==> config.mk <==
export PLATFORM = sky130hd
export DESIGN_NAME = vdp_cpu_port_ctrl
export DESIGN_NICKNAME = d
export VERILOG_FILES = /design/src/rtl/vdp_pkg.sv /design/src/rtl/vdp_bus_strobe.sv /design/src/rtl/vdp_cpu_port_ctrl.sv
export SDC_FILE = /design/constraint.sdc
export NUM_CORES = 1
export LEC_CHECK = 0
export CORE_ASPECT_RATIO = 0.7
export CORE_MARGIN = 2
export CORE_UTILIZATION = 45
export DETAILED_ROUTE_END_ITERATION = 6
export PLACE_DENSITY = 0.75
export SETUP_SLACK_MARGIN = 0.3
export SLEW_MARGIN = 20
export SYNTH_ARGS = -nofsm -noshare
export SYNTH_HDL_FRONTEND = slang
export SYNTH_SLANG_ARGS = --single-unit
==> constraint.sdc <==
create_clock -name clk -period 2.5 [get_ports clk]
set_clock_uncertainty 0.15 [all_clocks]
set_input_delay 0.5 -clock clk [delete_from_list [all_inputs] [get_ports clk]]
set_output_delay 0.5 -clock clk [all_outputs]
set_load 0.03 [all_outputs]
==> src/rtl/vdp_pkg.sv <==
// Shared types and constants for the VDP CPU port controller.
// Holds the access-code and FSM enums plus port-select constants.
package vdp_pkg;

    localparam logic [1:0] PORT_SEL_DEF = 2'b10;
    localparam logic       PORT_DATA    = 1'b0;
    localparam logic       PORT_CTRL    = 1'b1;

    typedef enum logic [1:0] {
        VRAM_RD = 2'd0,
        VRAM_WR = 2'd1,
        REG_WR  = 2'd2,
        CRAM_WR = 2'd3
    } code_t;

    typedef enum logic [1:0] {
        IDLE = 2'd0,
        REQ  = 2'd1,
        CAP  = 2'd2
    } state_t;

endpackage

==> src/rtl/vdp_bus_strobe.sv <==
// Z80 strobe edge detect and VDP port decode.
// Ports: clk_i/rst_ni, iorq_ni/rd_ni/wr_ni/addr_i from the bus;
// one-cycle rd/wr pulses per port and read-active levels for bus drive.
module vdp_bus_strobe
    import vdp_pkg::*;
#(
    parameter logic [1:0] PORT_SEL = PORT_SEL_DEF
) (
    input  logic       clk_i,
    input  logic       rst_ni,
    input  logic       iorq_ni,
    input  logic       rd_ni,
    input  logic       wr_ni,
    input  logic [7:0] addr_i,
    output logic       rd_data_o,
    output logic       wr_data_o,
    output logic       rd_ctrl_o,
    output logic       wr_ctrl_o,
    output logic       rd_data_act_o,
    output logic       rd_ctrl_act_o
);

    logic sel;
    logic rd_act;
    logic wr_act;
    logic rd_q;
    logic wr_q;
    logic rd_edge;
    logic wr_edge;
    logic unused_addr;

    assign sel    = (addr_i[7:6] == PORT_SEL);
    assign rd_act = ~iorq_ni & ~rd_ni & sel;
    assign wr_act = ~iorq_ni & ~wr_ni & sel;

    always_ff @(posedge clk_i or negedge rst_ni) begin
        if (!rst_ni) begin
            rd_q <= 1'b0;
            wr_q <= 1'b0;
        end else begin
            rd_q <= rd_act;
            wr_q <= wr_act;
        end
    end

    // One action per strobe: only the first active cycle fires.
    assign rd_edge = rd_act & ~rd_q;
    assign wr_edge = wr_act & ~wr_q;

    assign rd_data_o     = rd_edge & (addr_i[0] == PORT_DATA);
    assign rd_ctrl_o     = rd_edge & (addr_i[0] == PORT_CTRL);
    assign wr_data_o     = wr_edge & (addr_i[0] == PORT_DATA);
    assign wr_ctrl_o     = wr_edge & (addr_i[0] == PORT_CTRL);
    assign rd_data_act_o = rd_act & (addr_i[0] == PORT_DATA);
    assign rd_ctrl_act_o = rd_act & (addr_i[0] == PORT_CTRL);

    assign unused_addr = ^addr_i[5:1];

endmodule

==> src/rtl/vdp_cpu_port_ctrl.sv <==
// Z80-side VDP I/O controller: command latch, auto-increment address,
// VRAM/CRAM/register access sequencing.
// Ports: Z80 bus (IORQ_L/RD_L/WR_L, addr/data buses, data_bus_oe),
// status_in/status_rd, VRAM req/gnt channel, cram_* and reg_* write
// pulses, busy. Macro VDP_WAIT_EN selects wait_L stalling; without it
// data accesses while busy are dropped and flagged on overrun.
module vdp_cpu_port_ctrl
    import vdp_pkg::*;
#(
    parameter int         VRAM_AW  = 14,
    parameter int         CRAM_AW  = 5,
    parameter int         REG_AW   = 4,
    parameter logic [1:0] PORT_SEL = 2'b10
) (
    input  logic               clk,
    input  logic               rst_L,
    input  logic               IORQ_L,
    input  logic               RD_L,
    input  logic               WR_L,
    input  logic [7:0]         addr_bus_in,
    input  logic [7:0]         data_bus_in,
    output logic [7:0]         data_bus_out,
    output logic               data_bus_oe,
    input  logic [7:0]         status_in,
    output logic               status_rd,
    output logic               vram_req,
    input  logic               vram_gnt,
    output logic [VRAM_AW-1:0] vram_addr,
    output logic               vram_we,
    output logic [7:0]         vram_wdata,
    input  logic [7:0]         vram_rdata,
    output logic               cram_we,
    output logic [CRAM_AW-1:0] cram_addr,
    output logic [7:0]         cram_wdata,
    output logic               reg_we,
    output logic [REG_AW-1:0]  reg_addr,
    output logic [7:0]         reg_wdata,
    output logic               busy,
`ifdef VDP_WAIT_EN
    output logic               wait_L
`else
    output logic               overrun
`endif
);

    localparam logic [VRAM_AW-1:0] ONE = VRAM_AW'(1);

    logic rd_data, wr_data, rd_ctrl, wr_ctrl;
    logic rd_data_act, rd_ctrl_act;

    vdp_bus_strobe #(
        .PORT_SEL(PORT_SEL)
    ) u_strobe (
        .clk_i        (clk),
        .rst_ni       (rst_L),
        .iorq_ni      (IORQ_L),
        .rd_ni        (RD_L),
        .wr_ni        (WR_L),
        .addr_i       (addr_bus_in),
        .rd_data_o    (rd_data),
        .wr_data_o    (wr_data),
        .rd_ctrl_o    (rd_ctrl),
        .wr_ctrl_o    (wr_ctrl),
        .rd_data_act_o(rd_data_act),
        .rd_ctrl_act_o(rd_ctrl_act)
    );

    state_t             state_q;
    code_t              code_q;
    logic [VRAM_AW-1:0] addr_q;
    logic               flag_q;
    logic [7:0]         rbuf_q;
    logic [7:0]         dout_q;
    logic               vram_req_q, vram_we_q;
    logic [VRAM_AW-1:0] vram_addr_q;
    logic [7:0]         vram_wdata_q;
    logic               cram_we_q;
    logic [CRAM_AW-1:0] cram_addr_q;
    logic [7:0]         cram_wdata_q;
    logic               reg_we_q;
    logic [REG_AW-1:0]  reg_addr_q;
    logic [7:0]         reg_wdata_q;
    logic               status_rd_q;

    logic               idle;
    logic               do_rd, do_wr;
    logic [7:0]         do_data;
    logic               pf_ctrl;
    logic               v_start;
    logic [VRAM_AW-1:0] v_addr;
    logic [VRAM_AW-1:0] ctrl_addr;
    code_t              new_code;

    assign idle      = (state_q == IDLE);
    assign new_code  = code_t'(data_bus_in[7:6]);
    assign ctrl_addr = {data_bus_in[VRAM_AW-9:0], addr_q[7:0]};

`ifdef VDP_WAIT_EN
    logic       pend_q, pend_wr_q;
    logic [7:0] pend_data_q;
    logic       go_pend, go_new, hold;

    // A data strobe that cannot run now is parked and replayed on IDLE.
    assign go_pend = idle & pend_q;
    assign go_new  = idle & ~pend_q & (rd_data | wr_data);
    assign hold    = (rd_data | wr_data) & ~go_new;
    assign do_rd   = go_pend ? ~pend_wr_q : (go_new & rd_data);
    assign do_wr   = go_pend ? pend_wr_q : (go_new & wr_data);
    assign do_data = go_pend ? pend_data_q : data_bus_in;
    assign wait_L  = ~(pend_q | hold);
`else
    logic overrun_q;
    logic drop;

    assign do_rd   = idle & rd_data;
    assign do_wr   = idle & wr_data;
    assign do_data = data_bus_in;
    assign drop    = ~idle & (rd_data | wr_data);
    assign overrun = overrun_q;
`endif

    always_comb begin
        pf_ctrl = wr_ctrl & flag_q & (new_code == VRAM_RD)
                & idle & ~(do_rd | do_wr);
        v_start = do_rd | (do_wr & (code_q != CRAM_WR)) | pf_ctrl;
        v_addr  = pf_ctrl ? ctrl_addr : addr_q;
    end

    always_ff @(posedge clk or negedge rst_L) begin
        if (!rst_L) begin
            state_q      <= IDLE;
            code_q       <= VRAM_RD;
            addr_q       <= '0;
            flag_q       <= 1'b0;
            rbuf_q       <= '0;
            dout_q       <= '0;
            vram_req_q   <= 1'b0;
            vram_we_q    <= 1'b0;
            vram_addr_q  <= '0;
            vram_wdata_q <= '0;
            cram_we_q    <= 1'b0;
            cram_addr_q  <= '0;
            cram_wdata_q <= '0;
            reg_we_q     <= 1'b0;
            reg_addr_q   <= '0;
            reg_wdata_q  <= '0;
            status_rd_q  <= 1'b0;
`ifdef VDP_WAIT_EN
            pend_q       <= 1'b0;
            pend_wr_q    <= 1'b0;
            pend_data_q  <= '0;
`else
            overrun_q    <= 1'b0;
`endif
        end else begin
            reg_we_q    <= 1'b0;
            cram_we_q   <= 1'b0;
            status_rd_q <= 1'b0;

            if (wr_ctrl) begin
                if (!flag_q) begin
                    addr_q[7:0] <= data_bus_in;
                    flag_q      <= 1'b1;
                end else begin
                    flag_q <= 1'b0;
                    code_q <= new_code;
                    addr_q <= pf_ctrl ? ctrl_addr + ONE : ctrl_addr;
                    if (new_code == REG_WR) begin
                        reg_we_q    <= 1'b1;
                        reg_addr_q  <= data_bus_in[REG_AW-1:0];
                        reg_wdata_q <= addr_q[7:0];
                    end
                end
            end

            if (rd_ctrl) begin
                flag_q      <= 1'b0;
                status_rd_q <= 1'b1;
`ifndef VDP_WAIT_EN
                overrun_q   <= 1'b0;
`endif
            end

            if (rd_data | wr_data) flag_q <= 1'b0;
            // Freeze the returned byte for the rest of the strobe.
            if (rd_data | do_rd) dout_q <= rbuf_q;
            if (do_rd | do_wr) addr_q <= addr_q + ONE;

            if (do_wr) begin
                rbuf_q <= do_data;
                if (code_q == CRAM_WR) begin
                    cram_we_q    <= 1'b1;
                    cram_addr_q  <= addr_q[CRAM_AW-1:0];
                    cram_wdata_q <= do_data;
                end
            end

`ifdef VDP_WAIT_EN
            if (hold) begin
                pend_q      <= 1'b1;
                pend_wr_q   <= wr_data;
                pend_data_q <= data_bus_in;
            end else if (go_pend) begin
                pend_q <= 1'b0;
            end
`else
            if (drop) overrun_q <= 1'b1;
`endif

            unique case (state_q)
                IDLE: begin
                    if (v_start) begin
                        state_q      <= REQ;
                        vram_req_q   <= 1'b1;
                        vram_we_q    <= do_wr;
                        vram_addr_q  <= v_addr;
                        vram_wdata_q <= do_data;
                    end
                end
                REQ: begin
                    if (vram_gnt) begin
                        vram_req_q <= 1'b0;
                        vram_we_q  <= 1'b0;
                        state_q    <= vram_we_q ? IDLE : CAP;
                    end
                end
                CAP: begin
                    rbuf_q  <= vram_rdata;
                    state_q <= IDLE;
                end
                default: state_q <= IDLE;
            endcase
        end
    end

    always_comb begin
        data_bus_out = '0;
        if (rd_ctrl_act) data_bus_out = status_in;
        else if (rd_data_act) data_bus_out = rd_data ? rbuf_q : dout_q;
    end

    assign data_bus_oe = rd_ctrl_act | rd_data_act;
    assign status_rd   = status_rd_q;
    assign vram_req    = vram_req_q;
    assign vram_we     = vram_we_q;
    assign vram_addr   = vram_addr_q;
    assign vram_wdata  = vram_wdata_q;
    assign cram_we     = cram_we_q;
    assign cram_addr   = cram_addr_q;
    assign cram_wdata  = cram_wdata_q;
    assign reg_we      = reg_we_q;
    assign reg_addr    = reg_addr_q;
    assign reg_wdata   = reg_wdata_q;
    assign busy        = ~idle;

endmodule

Word-level counts from Yosys, hierarchy flattened --
Index checks and enable logic that the tools add are counted. Widths: inputs -> output; s select.
Word-level totals: flip-flop bits (word level) 90, input port bits 38, output and inout port bits 63, word-level logic and storage cells 114
Operators by class: add/sub/neg operators 2, equality and inequality tests 9, mux-type cells 32, bitwise operators 34, reduce and logical (&&, ||, !) cells 16
Operators by type and width (number):
- $mux 14 | 4
- $mux 8 | 6
- $add 14x1->14 const B | 2
- $and 1x1->1 | 20
- $mux 1 | 15
- $reduce_and 2->1 | 6
- $reduce_bool 2->1 | 5
- $eq 2x2->1 const B | 4
- $not 1->1 | 8
- $mux 2 | 3
- $mux 6 | 1
- $or 1x1->1 | 6
- $reduce_and 3->1 | 2
- $logic_not 2->1 | 2
- $ne 2x2->1 const B | 2
- $pmux 1 s2 | 2
- $pmux 2 s2 | 1
- $ne 3x1->1 const B | 1
- $reduce_bool 3->1 | 1
- $eq 2x1->1 const B | 1
- $ne 2x1->1 const B | 1

Longest topological paths before layout --
word-level depth 13, depth in mapped cells 8, depth with buffers taken out 6

Modules after synthesis --
Synthesis repeated with hierarchy kept, for this count alone.
Unflattened totals: cell total of the unflattened synthesis 417, area, all modules 4190.3 µm²
Modules (own cells, without submodules):
- vdp_cpu_port_ctrl | instances 1, cells each 404, area an instance 4066.4 µm², sequential area each 2202.1 µm²
- vdp_bus_strobe | instances 1, cells each 13, area an instance 123.9 µm², sequential area each 50.0 µm²

Worst setup path after synthesis --
Ideal clock, no wire load.
kind input to output, start point input port IORQ_L, end point output port data_bus_out[4], data arrival time 2.283 ns, data required time 1.850 ns, path slack -0.433 ns, cell stages on the path 6, path buffers 1, cell sequence or3b_4 > or4_4 > buf_6 > mux2_2 > nand2_1 > a21oi_1
Between the ends: longest elaborated chain between the ends 8, elaborated cells on any way between the ends 10, those cells by class mux: 3; bitwise: 7
RTL lines:
- start: declaration | RTL line vdp_cpu_port_ctrl.sv:17 | input logic IORQ_L,
- $not 1->1 (*) | RTL line vdp_bus_strobe.sv:33 | assign rd_act = ~iorq_ni & ~rd_ni & sel;
- $and 1x1->1 (*) (2 in a row) | RTL line vdp_bus_strobe.sv:33
- $and 1x1->1 | RTL line vdp_bus_strobe.sv:47 | assign rd_edge = rd_act & ~rd_q;
- $and 1x1->1 | RTL line vdp_bus_strobe.sv:50 | assign rd_data_o = rd_edge & (addr_i[0] == PORT_DATA);
- $mux 8 (2 in a row) | RTL line vdp_cpu_port_ctrl.sv:239 | else if (rd_data_act) data_bus_out = rd_data ? rbuf_q : dout_q;
- $mux 8 (*) | RTL line vdp_cpu_port_ctrl.sv:238 | if (rd_ctrl_act) data_bus_out = status_in;
- end: declaration | RTL line vdp_cpu_port_ctrl.sv:22 | output logic [7:0] data_bus_out,
Mark *: on every way between the ends. The rest lies on a longest branch, timed or not.

Worst setup path in the final report --
start point input port addr_bus_in[6], end point output port data_bus_out[2]
Between the ends: longest elaborated chain between the ends 7, elaborated cells on any way between the ends 9, those cells by class eq/ne: 1; mux: 3; bitwise: 5
RTL lines:
- start: declaration | RTL line vdp_cpu_port_ctrl.sv:20 | input logic [7:0] addr_bus_in,
- $eq 2x2->1 (*) | RTL line vdp_bus_strobe.sv:32 | assign sel = (addr_i[7:6] == PORT_SEL);
- $and 1x1->1 (*) | RTL line vdp_bus_strobe.sv:33
- $and 1x1->1 | RTL line vdp_bus_strobe.sv:47
- $and 1x1->1 | RTL line vdp_bus_strobe.sv:50
- $mux 8 (2 in a row) | RTL line vdp_cpu_port_ctrl.sv:239
- $mux 8 (*) | RTL line vdp_cpu_port_ctrl.sv:238
Marks and branches as above.

==> impl_metrics.ini <==
[grt]
antenna_found_initial = 0
grt_pass1_wl_um = 19300
grt_pass1_vias = 3658
grtUsageTotal_pct = 24.7
overflow = 0
grt_max_degree = 91

[synth]
syn_inst = 383
synthSimpleGateAreaFrac_pct = 15.0
synth_ff_type = dfrtp_1
yosysTopAreaCell = dfrtp_1
syn_nets = 422
synth_enable_flop_cells = 0
synth_top_family_by_area = simple AND/OR/NAND/NOR gates
synth.ff_latch_count = 90
synthAdderAreaFrac_pct = 0.294
yosysUniqueCellTypes = 52
synth_xor_area_share_pct = 1.03
avgSynthCellArea_um2 = 11.1
yosysSeqAreaShare_pct = 52.9
synth_top_area_share_pct = 52.9
ys_warn_count = 0
synthTopCellsByArea = dfrtp_1 (53%), mux2_2 (10%), nand2_1 (3.8%)
syn_area_um2 = 4260
yosys-mux-area-fraction_pct = 13.0
synth-compound-area-share_pct = 13.4
async_reset_ff_share_pct = 100

[pwr]
combPwrFrac_pct = 32.3
switching_share_pct = 34.0
ir_worst_vdd_mv = 0.670
total_leakage_power_nw = 2.88
pwr-share-clk_pct = 25.5
p_seq_share_pct = 42.2
finalPower_w = 0.00496
powerDensity_nw_per_um2 = 783
p_switching_w = 0.00168
intPower_w = 0.00328

[floorplan]
coreArea_um2 = 9140
initial_core_util_pct = 46.6
die_w_um = 120
fp.dieH_um = 85.4
rows = 29
die_area_um2 = 10300
ios = 101

[timing]
layout_setup_ws_ns = -0.282
fin_crit_sh_pct = 111
finalSetupViolations = 8
slew_headroom_pct = 48.2
rsz0062_at_grt = true
hold_viol_final = 0
period_needed_ns = 2.78
slew_violations = 0
setup_tns_ns = -2.12
worst_pin_slew_ns = 0.776
fmax_ghz = 0.359

[place]
routabilityCongestion = 0.886
dp_slack_ns = -0.686
dpl_cell_area_um2 = 5710
portBuffers = 95
dpl.hpwl_um = 8070

[clock_network]
cts_num_sinks = 90
cts_tree = done
root_buffer = clkbuf_16
cts_htree_levels = 3
clkLatencyLatePin_ns = 0.35
clockBufferDepth = 2
cts_made_buffers = 9
postCtsHoldBufs = 0
clkSlewWorstSetupHoldPaths_ns = 0.06

[outcome]
violations = setup timing
status = finished with violations

[hold_path]
worst_hold_path_type = primary input to asynchronous set/reset pin

[setup_path]
crit_top_cell = buf_6
cp_slowest_stage_delay_ns = 0.52
path_class = primary input to primary output
cp.arrival_ns = 2.13
r2r_slack_ns = 0.14
cp_max_fo = 5
cp_slowest_cell = or4_4
critPathRequiredTime_ns = 1.85
critical-path-top-delay-family = simple AND/OR/NAND/NOR gates
crit_buf_inv = 2
start_kind = primary input
crit_chain = buf_6 > or3b_4 > or4_4 > mux2_4 > nand2_4 > a21oi_4 > buf_6
crit_path_end_kind = primary output

[cells_and_area]
fillers = 668
final_cell_mix = dfrtp_1 (90), clkdlybuf4s50_1 (78), buf_4 (39)
drive_gt1_share_pct = 31.7
fin_area_um2 = 6330
finalCoreUtilization_pct = 69.3
syn_to_final_growth_pct = 48.8
num_antenna_cells = 0
nNetsFinal = 560
final_common_cell = dfrtp_1

[routing]
drtIter0Drc = 246
first_pass_iters = 4
totalWireLength_um = 12200
ant_nets = 0
drcViolationCount = 0
vias = 3626
via_per_inst = 5.58
wl_per_cell_um = 18.8

[flow_run]
drv_cap = 0
-- power by group through the flow --
stage | logic (W) | registers [W] | clock network (W)
global placement | 0.00143 | 0.00207 | 0
detailed placement | 0.00146 | 0.00207 | 0
global route | 0.00170 | 0.00213 | 0.00135
CTS | 0.00156 | 0.00207 | 0.00129
finish | 0.00160 | 0.00209 | 0.00126
floorplan | 0.000574 | 0.00233 | 0
-- worst reg2reg max path, cell delays in order (launching register included) --
cell     delay (ns)
dfrtp_1        0.44
or4_4          0.61
buf_6          0.14
buf_6          0.12
a31oi_4        0.22
buf_6          0.14
buf_12         0.12
mux2_4         0.31
-- stage by stage --
step / hold slack (ns) / std cells
final: 0.0222 / 650
after global routing: 0.0748 / 650
after CTS: 0.0572 / 645
after detailed placement: 0.304 / 623
after global placement: 0.301 / 623
after floorplan: 0.0544 / 383
-- final cells by class --
class / count / area [um2] / share of cell area, %
sequential: 90 / 2250 / 35.6
clock buffer: 10 / 239 / 3.77
inverter: 11 / 41.3 / 0.652
clock inverter: 6 / 42.5 / 0.672
multi-input combinational: 262 / 2120 / 33.4
tap: 124 / 155 / 2.45
timing repair buffer: 147 / 1490 / 23.5
-- per-layer routing --
layer | routed length, um | global-route usage [%]
met4 | 102 | 6.55
met5 | 0 | 0
met1 | 5440 | 34.4
met2 | 5550 | 36.7
met3 | 1120 | 9.14
-- registers in the layout (all words and copies together) (netlist names) --
signal	flops
dout_q	8
code_q	2
status_rd	1
state_q	2
reg_we	1
vram_req	1
cram_we	1
vram_addr	14
addr_q	14
flag_q	1
vram_wdata	8
overrun	1
u_strobe.rd_q	1
rbuf_q	8
cram_wdata	8
reg_wdata	8
cram_addr	5
reg_addr	4
vram_we	1
u_strobe.wr_q	1
-- repair_timing --
item / 4_1_cts / 5_1_grt
endpoints found under the setup margin: 64 / 53
pin swaps: 11 / 8
setup buffers: 2 / 5
gates resized for setup: 54 / 27
cloned: 4 / 0
-- cells in the mapped netlist, types with 4 or more instances --
cell type and instances:
mux2_2 39, xor2_1 4, nor2_1 24, o22ai_1 7
o21ai_0 16, mux2_1 4, a21o_1 6, nand3_1 10
buf_6 7, mux2i_1 7, nand4_1 5, inv_1 11
dfrtp_1 90, a22o_1 4, nor3_1 9, nand2_1 43
a21oi_1 27, and3_1 7, clkbuf_1 7
-- final timing paths --
path | endpoint | from | cells past startpoint
setup reg to reg | vram_wdata[1] | u_strobe.rd_q | 7
setup / recovery | data_bus_out[2] | addr_bus_in[6] | 7
min in group clk | state_q[1] | vram_we | 1
hold reg to reg | state_q[1] | vram_we | 1
hold / removal | reg_we | rst_L | 2
max in group asynchronous | state_q[1] | rst_L | 2
-- cell families after synthesis --
logic type	Yosys count
adders and majority gates	1
and+or+nand+nor	119
DFF	90
muxes	50
AOI/OAI and AO/OA	86
buffers and inverters	32
xor gates and xnor gates	5
Note: power is estimated with default switching activity, not from simulation.
